## src/rtl/wb_data_stage.sv

```systemverilog
// Registered write-back data select between the MEM stage and the register file.
// A load whose data is late waits in WAIT_MEM for a bounded number of cycles.
module wb_data_stage #(
  parameter int DATA_W      = 32,
  parameter int REG_AW      = 5,
  parameter int PC_SHIFT    = 2,
  parameter int MEM_TIMEOUT = 15,
  parameter int ZERO_REG_RO = 1
) (
  input  logic              clk,
  input  logic              rst,
  input  logic              in_valid,
  output logic              in_ready,
  input  logic [1:0]        sel,
  input  logic              reg_we_in,
  input  logic [REG_AW-1:0] dest_in,
  input  logic [DATA_W-1:0] alu_data,
  input  logic [DATA_W-1:0] pc_data,
  input  logic [DATA_W-1:0] mem_data,
  input  logic              mem_valid,
  output logic              wb_we,
  output logic [REG_AW-1:0] wb_addr,
  output logic [DATA_W-1:0] wb_data,
  output logic              busy,
  output logic              mem_timeout_err
);

  localparam int CNT_W = $clog2(MEM_TIMEOUT + 1);
  localparam logic [CNT_W-1:0] CNT_LAST = CNT_W'(MEM_TIMEOUT - 1);

  typedef enum logic [0:0] {
    S_IDLE     = 1'b0,
    S_WAIT_MEM = 1'b1
  } state_e;

  state_e            state_q, state_d;
  logic [CNT_W-1:0]  cnt_q, cnt_d;
  logic [REG_AW-1:0] dest_q, dest_d;
  logic              we_lat_q, we_lat_d;
  logic              wb_we_q, wb_we_d;
  logic [REG_AW-1:0] wb_addr_q, wb_addr_d;
  logic [DATA_W-1:0] wb_data_q, wb_data_d;
  logic              err_q, err_d;
  logic [DATA_W-1:0] src_val;

  // Register 0 may be hard-wired; its write strobe is dropped but data still moves.
  function automatic logic gate_we(input logic we, input logic [REG_AW-1:0] addr);
    return we && !((ZERO_REG_RO != 0) && (addr == '0));
  endfunction

  always_comb begin
    src_val = alu_data;
    case (sel)
      2'b01:   src_val = mem_data;
      2'b10:   src_val = pc_data >> PC_SHIFT;
      default: src_val = alu_data;
    endcase
  end

  always_comb begin
    state_d   = state_q;
    cnt_d     = cnt_q;
    dest_d    = dest_q;
    we_lat_d  = we_lat_q;
    wb_we_d   = 1'b0;
    wb_addr_d = wb_addr_q;
    wb_data_d = wb_data_q;
    err_d     = err_q;
    case (state_q)
      S_IDLE: begin
        if (in_valid) begin
          if ((sel == 2'b01) && !mem_valid) begin
            dest_d   = dest_in;
            we_lat_d = reg_we_in;
            cnt_d    = '0;
            state_d  = S_WAIT_MEM;
          end else begin
            wb_data_d = src_val;
            wb_addr_d = dest_in;
            wb_we_d   = gate_we(reg_we_in, dest_in);
          end
        end
      end
      S_WAIT_MEM: begin
        // Data arriving on the last allowed cycle still wins over the timeout.
        if (mem_valid) begin
          wb_data_d = mem_data;
          wb_addr_d = dest_q;
          wb_we_d   = gate_we(we_lat_q, dest_q);
          state_d   = S_IDLE;
        end else begin
          cnt_d = cnt_q + CNT_W'(1);
          if (cnt_q == CNT_LAST) begin
            err_d   = 1'b1;
            state_d = S_IDLE;
          end
        end
      end
      default: state_d = S_IDLE;
    endcase
  end

  always_ff @(posedge clk or posedge rst) begin
    if (rst) begin
      state_q   <= S_IDLE;
      cnt_q     <= '0;
      dest_q    <= '0;
      we_lat_q  <= 1'b0;
      wb_we_q   <= 1'b0;
      wb_addr_q <= '0;
      wb_data_q <= '0;
      err_q     <= 1'b0;
    end else begin
      state_q   <= state_d;
      cnt_q     <= cnt_d;
      dest_q    <= dest_d;
      we_lat_q  <= we_lat_d;
      wb_we_q   <= wb_we_d;
      wb_addr_q <= wb_addr_d;
      wb_data_q <= wb_data_d;
      err_q     <= err_d;
    end
  end

  assign in_ready        = (state_q == S_IDLE);
  assign busy            = (state_q == S_WAIT_MEM);
  assign wb_we           = wb_we_q;
  assign wb_addr         = wb_addr_q;
  assign wb_data         = wb_data_q;
  assign mem_timeout_err = err_q;

endmodule

```

## config.mk

```make
export PLATFORM = sky130hd
export DESIGN_NAME = wb_data_stage
export DESIGN_NICKNAME = d
export VERILOG_FILES = /design/src/rtl/wb_data_stage.sv
export SDC_FILE = /design/constraint.sdc
export NUM_CORES = 1
export LEC_CHECK = 0
export BUFFER_PORTS_ARGS = -buffer_cell sky130_fd_sc_hd__buf_2
export CAP_MARGIN = 30
export CORE_MARGIN = 8
export CORE_UTILIZATION = 42
export CTS_CLUSTER_DIAMETER = 40
export DETAILED_ROUTE_END_ITERATION = 6
export HOLD_SLACK_MARGIN = 0.05
export PLACE_DENSITY = 0.82
export SLEW_MARGIN = 20
export SYNTH_ARGS = -nofsm -noshare
export SYNTH_HDL_FRONTEND = slang
export SYNTH_SLANG_ARGS = --single-unit
```

## constraint.sdc

```tcl
create_clock -name clk -period 1.4 [get_ports clk]
set_clock_uncertainty 0.1 [all_clocks]
set_input_delay 0.14 -clock clk [delete_from_list [all_inputs] [get_ports clk]]
set_output_delay 0.14 -clock clk [all_outputs]
set_load 0.01 [all_outputs]
```

==> metrics.md <==
| Metric | Value |
|---|---|
| Status | finished with violations |
| Failing checks | setup timing |
| Synth top area share | 40.0% |
| GRT Resource Usage Total | between 20% and 30% |
| Total wire length | 11800 microns |
| Worst hold path depth | 3 |
| Residual DRC | 0 |
| Peak Freq | roughly 0.67 GHz |
| Initial antenna violation count | 0 |
| Congestion Overflow GR | 0 |
| Cell leakage power | around 2.2 nW |
| Fin crit share | 107% |
| Max Cap Viol | 0 |
| Vias per cell | 5.65 |
| Dpl cell area | around 4200 sq um |
| Row count | 31 |
| Cell count after synthesis | around 330 |
| Seq/Total Area, Yosys | about two fifths |
| Hold Vio Cnt, Final | 0 |
| RSZ-0062 raised after global routing | yes |
| First-pass GRT wire length | around 18000 microns |
| Final Setup Violations | 43 |
| Cell Count, Final, Fillers Out | slightly above 600 |
| CP peak stage delay | ~440 ps |
| Buf/Inv on CP | 3 |
| Fill cells | 527 |
| Worst-path fanout max | 4 |
| Layout cells sized above 1 | a little over half |
| CTS clk-pin slew, worst paths | 90 ps |
| Wire length on met3 | between 900 and 1000 microns |
| CP Capture Type | register |
| P&R area growth vs syn | 59.6% |
| Max layer used | met4 |
| Mapped Area | 3130 sq um |
| Die H | 102 microns |
| Drt first pass iters | 4 |
| Max rail drop VDD | 0.460 mV |
| Design area | 4990 sq um |
| Worst-Margin Slew | between 400 and 500 ps |
| Final WS setup | -95.2 ps |
| Distinct cell type count after synthesis | 31 |
| Via Count | between 3000 and 4000 |
| Crit path top cell by count | buf_6 |
| H-tree depth | 2 |
| Die Area | 10500 sq um |
| # diodes | 0 |
| Post-Syn Nets | around 440 |
| Top post-synthesis cells by area | dfrtp_1, a31oi_2, a21o_1 |
| Setup tns final | -1830 ps |
| Met1 wire length | ~4700 microns |
| Root Driver | clkbuf_8 |
| Pin count of the biggest net entering global routing | 51 |
| ANT nets after route | 0 |
| Hold Path Class | primary input to register |
| CTS tree | built |
| Post-synthesis register bit count | 50 |
| Critical path cell sequence | buf_6, inv_4, and4_4, buf_6, mux2_4 |
| Clock Latency Late Sink | 290 ps |
| Initial DRC count | 217 |
| CTS max path bufs | 2 |
| Family with the most delay on the worst path | flip-flops |
| Tmin final | around 1500 ps |
| Critical path arrival | about 1600 ps |
| Synthesis warning total | 0 |
| PD cells | roughly 950 nW/um^2 |
| Io pins | roughly 150 |
| Setup slack, reg-to-reg | -100 ps |
| Post-synth top area cell | dfrtp_1 |
| R2R cell count | 5 |
| Vias in the first global route | around 3500 |
| CTS Buf Count | 5 |
| CP max stage cell | dfrtp_2 |
| Fin nets | ~630 |
| Count of pins over their slew limit | 0 |
| Core box area | about 7300 sq um |
| Sink Count | 50 |
| Dpl hpwl | around 8000 microns |
| GP Congestion | roughly 0.90 |
| Initial cell density of the core | about 43% |
| Slew margin rel. | 70.3% |
| WS Path Type | register to register |
| Placed Cells | 570 |
| Levels on crit path | 5 |
| WL per Instance | a little under 20 microns |
| Port bufs | 146 |
| Syn_area_per_cell | around 9.4 sq um |
| Die X-Extent | about 100 microns |
| Crit path required time | roughly 1500 ps |
| Critical path startpoint category | register |
| Setup WS pre-CTS | -194 ps |
| DR WL met2 | approximately 5700 microns |
-- metrics by stage --
step / hold WS [ps] / power (mW) / utilization, %
after floorplan: 82.4 / 2.91 / -
after global placement: 132 / 3.49 / 58.0
after detailed placement: 134 / 3.55 / 58.0
after CTS: 53.8 / 4.63 / 66.0
after global routing: 57.4 / 5.02 / 68.9
final: 60.7 / 4.75 / 68.9
-- timing repair --
item,4_1_cts,5_1_grt
buffers inserted,3,2
pin swaps,3,3
resized for setup,30,22
cloned,2,2
hold buffers,29,0
hold endpoints to repair,78,0
setup endpoints to repair,41,49
-- cells in the final DEF, fill, tap and decap left out, types with 5 or more instances in the layout --
master and n:
a21o_1 30, a21oi_1 5, a21oi_2 38, a31oi_2 16, a31oi_4 12, buf_12 8
buf_2 144, buf_4 14, buf_6 12, clkbuf_8 6, dfrtp_1 49, dlygate4sd3_1 29
inv_1 5, mux2_4 6, mux2i_1 7, nand2_1 33, nand3b_1 30, o21ai_0 31
-- layout make-up --
cell class	count	area [sq um]	area share, %
well taps	99	124	2.48
inverters	7	32.5	0.651
repair buffers	211	1520	30.5
clock inverters	1	5.00	0.100
clock buffers	7	86.3	1.73
multi-input cells	241	1970	39.5
flip-flops and latches	50	1250	25.1
-- logic make-up (layout without fill, tap and decap cells) --
logic type	Yosys count	count (layout)	synth area share [%]
mux	13	13	4.40
simple gates	76	76	13.6
flops	50	50	40.0
compound gates	148	148	33.9
fa+ha+maj	4	4	1.60
buf+inv	41	226	6.52
-- layer usage --
layer	GRT usage (%)	vias up
met5	0	-
met4	8.80	0
met3	5.52	42
met2	36.2	163
met1	26.0	1701
li1	-	1575
-- tightest hold or removal path, stage by stage --
cell and delay (ps):
buf_2 100, o21ai_0 100, a31oi_2 90
-- power by group --
group	internal (mW)	switching, mW
registers	1.73	0.224
clock network	0.400	0.478
logic	0.983	0.940
total	3.11	1.64
-- registers in the layout, summed over array words and instances (netlist names) --
| name | cells |
|---|---|
| busy | 1 |
| cnt_q | 4 |
| dest_q | 5 |
| mem_timeout_err | 1 |
| wb_addr | 5 |
| wb_data | 32 |
| wb_we | 1 |
| we_lat_q | 1 |
-- path summary, 6_finish.rpt --
kind | from | end
min | mem_data[15] | wb_data[15]
max in group asynchronous | rst | busy
min reg2reg | mem_timeout_err | mem_timeout_err
min in group asynchronous | rst | wb_data[15]
max reg2reg | busy | dest_q[1]
max | busy | dest_q[1]
-- cell usage after synthesis --
cell type and instances:
and2_1 1, a21oi_2 5, dfrtp_1 50, nor2_1 3, buf_1 1, buf_6 5, o2bb2ai_1 3, inv_1 6
nand2_1 33, a21oi_1 38, mux2i_1 7, or4_1 2, or2_1 2, nor2b_1 2, o21ai_0 33, and4_1 1
ha_1 4, o21bai_1 2, mux2_1 6, a31oi_2 25, a21o_1 30, a22oi_1 1, nand3b_1 30, a31oi_1 7
inv_2 1, buf_2 10, clkbuf_1 18, o21ai_1 1, nand3_1 2, o2111ai_1 2, a31o_1 1
Note: power is estimated with default switching activity, not from simulation.
